<file path="config.mk">
export PLATFORM = sky130hd
export DESIGN_NAME = reset_sequencer
export DESIGN_NICKNAME = d
export VERILOG_FILES = /design/src/rtl/reset_sequencer.sv
export SDC_FILE = /design/constraint.sdc
export NUM_CORES = 1
export LEC_CHECK = 0
export ABC_AREA = 1
export CAP_MARGIN = 5
export CORE_UTILIZATION = 54
export CTS_CLUSTER_SIZE = 30
export DETAILED_ROUTE_END_ITERATION = 12
export GPL_TIMING_DRIVEN = 0
export HOLD_SLACK_MARGIN = 0.1
export PLACE_DENSITY = 0.84
export SETUP_SLACK_MARGIN = 0.1
export SKIP_LAST_GASP = 1
export SYNTH_ARGS = -nofsm -noshare
export SYNTH_HDL_FRONTEND = slang
export SYNTH_SLANG_ARGS = --single-unit
</file>
<file path="constraint.sdc">
create_clock -name clk -period 1 [get_ports clk]
set_clock_uncertainty 0.2 [all_clocks]
set_input_delay 0.2 -clock clk [delete_from_list [all_inputs] [get_ports clk]]
set_output_delay 0.2 -clock clk [all_outputs]
set_load 0.05 [all_outputs]
</file>
<file path="src/rtl/reset_sequencer.sv">
// rtl/reset_sequencer.sv - power-on reset sequencer: synchronized reset/lock inputs,
// hold period, wait for PLL lock, then staggered per-domain reset release.
module reset_sequencer #(
    parameter int N_DOM       = 4,
    parameter int HOLD_CYCLES = 8,
    parameter int GAP_CYCLES  = 4,
    parameter int CNT_W       = 8
) (
    input  logic             clk,
    input  logic             async_reset_n,
    input  logic             pll_lock,
    input  logic             sw_rst_req,
    output logic [N_DOM-1:0] dom_rst_n,
    output logic             seq_done,
    output logic             lock_lost,
    output logic [1:0]       state_o
);

    localparam int              K_W       = (N_DOM > 1) ? $clog2(N_DOM) : 1;
    localparam logic [CNT_W-1:0] HOLD_LAST = CNT_W'(HOLD_CYCLES - 1);
    localparam logic [CNT_W-1:0] GAP_LAST  = CNT_W'(GAP_CYCLES - 1);
    localparam logic [K_W-1:0]   K_LAST    = K_W'(N_DOM - 1);

    typedef enum logic [1:0] {
        HOLD      = 2'd0,
        WAIT_LOCK = 2'd1,
        RELEASE   = 2'd2,
        DONE      = 2'd3
    } state_t;

    logic             rst_meta_n;
    logic             rst_sync_n;
    logic             lock_meta;
    logic             pll_lock_s;
    state_t           state;
    logic [CNT_W-1:0] cnt;
    logic [K_W-1:0]   k;

    // Assert immediately, release two edges after async_reset_n rises.
    always_ff @(posedge clk or negedge async_reset_n) begin
        if (!async_reset_n) begin
            rst_meta_n <= 1'b0;
            rst_sync_n <= 1'b0;
        end else begin
            rst_meta_n <= 1'b1;
            rst_sync_n <= rst_meta_n;
        end
    end

    always_ff @(posedge clk or negedge rst_sync_n) begin
        if (!rst_sync_n) begin
            lock_meta  <= 1'b0;
            pll_lock_s <= 1'b0;
        end else begin
            lock_meta  <= pll_lock;
            pll_lock_s <= lock_meta;
        end
    end

    // Software request outranks lock loss so a deliberate reset never reports lock_lost.
    always_ff @(posedge clk or negedge rst_sync_n) begin
        if (!rst_sync_n) begin
            state     <= HOLD;
            cnt       <= '0;
            k         <= '0;
            dom_rst_n <= '0;
            seq_done  <= 1'b0;
            lock_lost <= 1'b0;
        end else if (sw_rst_req) begin
            state     <= HOLD;
            cnt       <= '0;
            k         <= '0;
            dom_rst_n <= '0;
            seq_done  <= 1'b0;
            lock_lost <= 1'b0;
        end else if ((state == RELEASE || state == DONE) && !pll_lock_s) begin
            state     <= HOLD;
            cnt       <= '0;
            k         <= '0;
            dom_rst_n <= '0;
            seq_done  <= 1'b0;
            lock_lost <= 1'b1;
        end else begin
            case (state)
                HOLD: begin
                    if (cnt >= HOLD_LAST) begin
                        state <= WAIT_LOCK;
                        cnt   <= '0;
                    end else begin
                        cnt <= cnt + 1'b1;
                    end
                end
                WAIT_LOCK: begin
                    if (pll_lock_s) begin
                        state <= RELEASE;
                        cnt   <= '0;
                        k     <= '0;
                    end
                end
                RELEASE: begin
                    if (cnt >= GAP_LAST) begin
                        dom_rst_n <= dom_rst_n | (N_DOM'(1) << k);
                        cnt       <= '0;
                        if (k >= K_LAST) begin
                            state    <= DONE;
                            seq_done <= 1'b1;
                        end else begin
                            k <= k + 1'b1;
                        end
                    end else begin
                        cnt <= cnt + 1'b1;
                    end
                end
                default: begin
                    state <= DONE;
                end
            endcase
        end
    end

    assign state_o = state;

endmodule

</file>
==> results.md <==
- Sequential share of the synthesized area: ~50%
- Root Driver: clkbuf_4
- Cells after synthesis: 137
- # IOs: 12
- Clock Path Buffers: 2
- Core Util, Final: 81.4%
- Sequential cell area: about 560 um^2
- Initial antenna violation count: 0
- Routed WL per cell: 16.5 um
- Vias: between 1000 and 1500
- H-Tree Depth: 1
- Vias per cell: approximately 5.5
- RR Startpoint: state_o[1]
- # fillers: 128
- Cts-stage hold buffer count: 1
- Failing checks: setup timing
- Worst EP arrival: 1.88 ns
- Crit share post-route: 186%
- Final #Nets: 181
- Worst Setup SP: state_o[1]
- Critical Path Fanout Max: 8
- Worst-skew pair later-pin latency: between 0.3 and 0.4 ns
- Worst Hold Class: reg2async
- Wirelength, routed: between 3 and 4 mm
- Max frequency: 538 MHz
- Drt drc: 0
- Status: finished with violations
- Required @ worst endpoint: 1.02 ns
- First DRT Iteration DRCs: just under 60
- Initial Util: a little under three fifths
- Port Buffers: 11
- Post-route setup slack: -0.858 ns
- Drt first pass iters: 6
- First-pass GRT wire length: 3.97 mm
- Worst-path clk slew: ~0.13 ns
- Hpwl dp: about 1.5 mm
- Clock sink total: 22
- Core ar.: 1960 um^2
- Die W: 47.7 um
- Setup_tns: -15.63 ns
- Max VDD drop: between 2 and 2.5 mV
- Syn avg cell area: 8.23 um^2
- Vias in the first global route: 932
- Overall power: approximately 3.8 mW
- Area of the multi-input gates: roughly 630 um^2
- Final setup vio count: 26
- Startpoint types: flip-flop
- FP Rows: 16
- Antenna Nets Post-Route: 0
- DIE HEIGHT: between 40 and 50 um
- MaxCap Viol Count: 0
- CTS tree: yes
- YS warnings: 0
- Die footprint: about 2300 um^2
- Final worst path period need: around 1.9 ns
- RSZ-0062 raised after global routing: true
- Gr usage total: around a quarter
- PwrDens: ~2400 nW/um^2
- Slew Viols, Final: 0
- Remaining Overflow, GRT: 0
- Number of buffers created by CTS: 3
- Syn Nets: 151
- Flop and latch count out of synthesis: 22
- Layout area overhead: 41.6%
- Leakage: between 0.7 and 0.8 nW
- Crit path kind: reg2reg
- Synth cell types: 19
- Synthesized cell area: approximately 1100 um^2
- # diodes: 0
- Final-report hold violation count: 0
- Largest net degree at the start of global routing: 21
- Share of cells above drive strength 1: 40.4%
- Routability cong.: 0.821
- Endpoint class of the critical path: flip-flop
[critical path, stage by stage (launching register included)]
cell and delay, ns:
dfrtp_2 0.48, inv_1 0.15, ha_1 0.21, nand4_1 0.24, nand2_2 0.20, inv_4 0.09
nand4_1 0.11, nand2_1 0.08
[cell usage after synthesis, drive strengths merged]
cell | n | area, um^2
a21oi | 5 | 25.0
conb | 1 | 3.75
and2 | 1 | 6.26
ha | 10 | 125
inv | 22 | 82.6
o21a | 1 | 7.51
nand2 | 33 | 124
or2 | 1 | 6.26
nand3 | 3 | 15.0
a21boi | 1 | 7.51
dfrtp | 22 | 551
o21ai | 7 | 35.0
nor3b | 1 | 7.51
nor2 | 22 | 85.1
o21bai | 2 | 15.0
nand4 | 5 | 31.3
[worst paths after layout]
check | cells after the start | to | slack (ns)
worst min-delay path | 0 | cnt[0] | 0.01
worst max-delay path | 7 | cnt[2] | -0.86
worst min register to register | 0 | cnt[0] | 0.01
min in group clk | 1 | lock_meta | 0.11
worst max register to register | 7 | cnt[2] | -0.86
max in group asynchronous | 2 | rst_sync_n | 0.11
[cells by family after synthesis]
logic type,count (synthesis),synth area share (%)
flops,22,48.8
buf+inv,22,7.33
other cells,1,0.333
compound gates,16,7.99
fa+ha+maj,10,11.1
simple gates,66,24.4
[cell usage in the layout, fill, tap and decap left out, types with 2 or more instances in the layout]
cell,n
o21bai_1,2
nor2_2,5
nand3_1,2
buf_6,8
nand4_1,5
inv_1,17
nand2_2,7
clkbuf_4,3
dfrtp_2,9
inv_4,2
nor2_4,7
o21ai_2,3
inv_2,3
ha_4,3
ha_2,2
ha_1,5
clkdlybuf4s50_1,3
o21ai_1,3
dfrtp_1,13
buf_4,13
a21oi_1,5
nor2_1,10
nand2_1,26
[cell type report]
cell class	count	area share (%)
Tap cell	27	2.12
Clock inverter	1	1.88
Inverter	22	5.49
Timing Repair Buffer	25	14.3
Clock buffer	3	1.41
Multi-Input combinational cell	93	39.7
Sequential cell	22	35.2
[state kept, by name (all words and copies together) (netlist names), 2 cells and up]
register / flops
cnt: 8
dom_rst_n: 4
k: 2
state_o: 2
[layer usage]
| metal | vias to the layer above | routed length, um | GRT usage [%] |
|---|---|---|---|
| li1 | 489 | - | - |
| met2 | 63 | 1670 | 43.8 |
| met4 | 0 | 143 | 15.6 |
| met1 | 485 | 1160 | 29.7 |
| met3 | 22 | 213 | 6.79 |
| met5 | - | 0 | 0 |
[through the flow]
stage / area, um^2 / cells / worst slack (ns) / hold WS [ns]
after floorplan: 1160 / 137 / -0.729 / -0.296
after global placement: 1310 / 175 / -0.816 / 0.137
after detailed placement: 1310 / 175 / -0.817 / 0.140
after CTS: 1490 / 189 / -0.661 / 0.104
after global routing: 1600 / 193 / -0.879 / 0.0582
final: 1600 / 193 / -0.858 / 0.0107
[what timing repair did]
action,CTS,global route
endpoints found under the setup margin,46,46
pin swaps,17,9
buffers inserted,9,4
hold endpoints to repair,2,21
gates resized for setup,66,24
[power breakdown]
| part | internal [mW] | total (mW) | switching [mW] | leakage (nW) |
|---|---|---|---|---|
| clock network | 0.406 | 0.692 | 0.286 | 0.0279 |
| logic | 0.793 | 1.93 | 1.14 | 0.445 |
| registers | 1.01 | 1.19 | 0.175 | 0.280 |
Power figures use the tool's default switching activity.
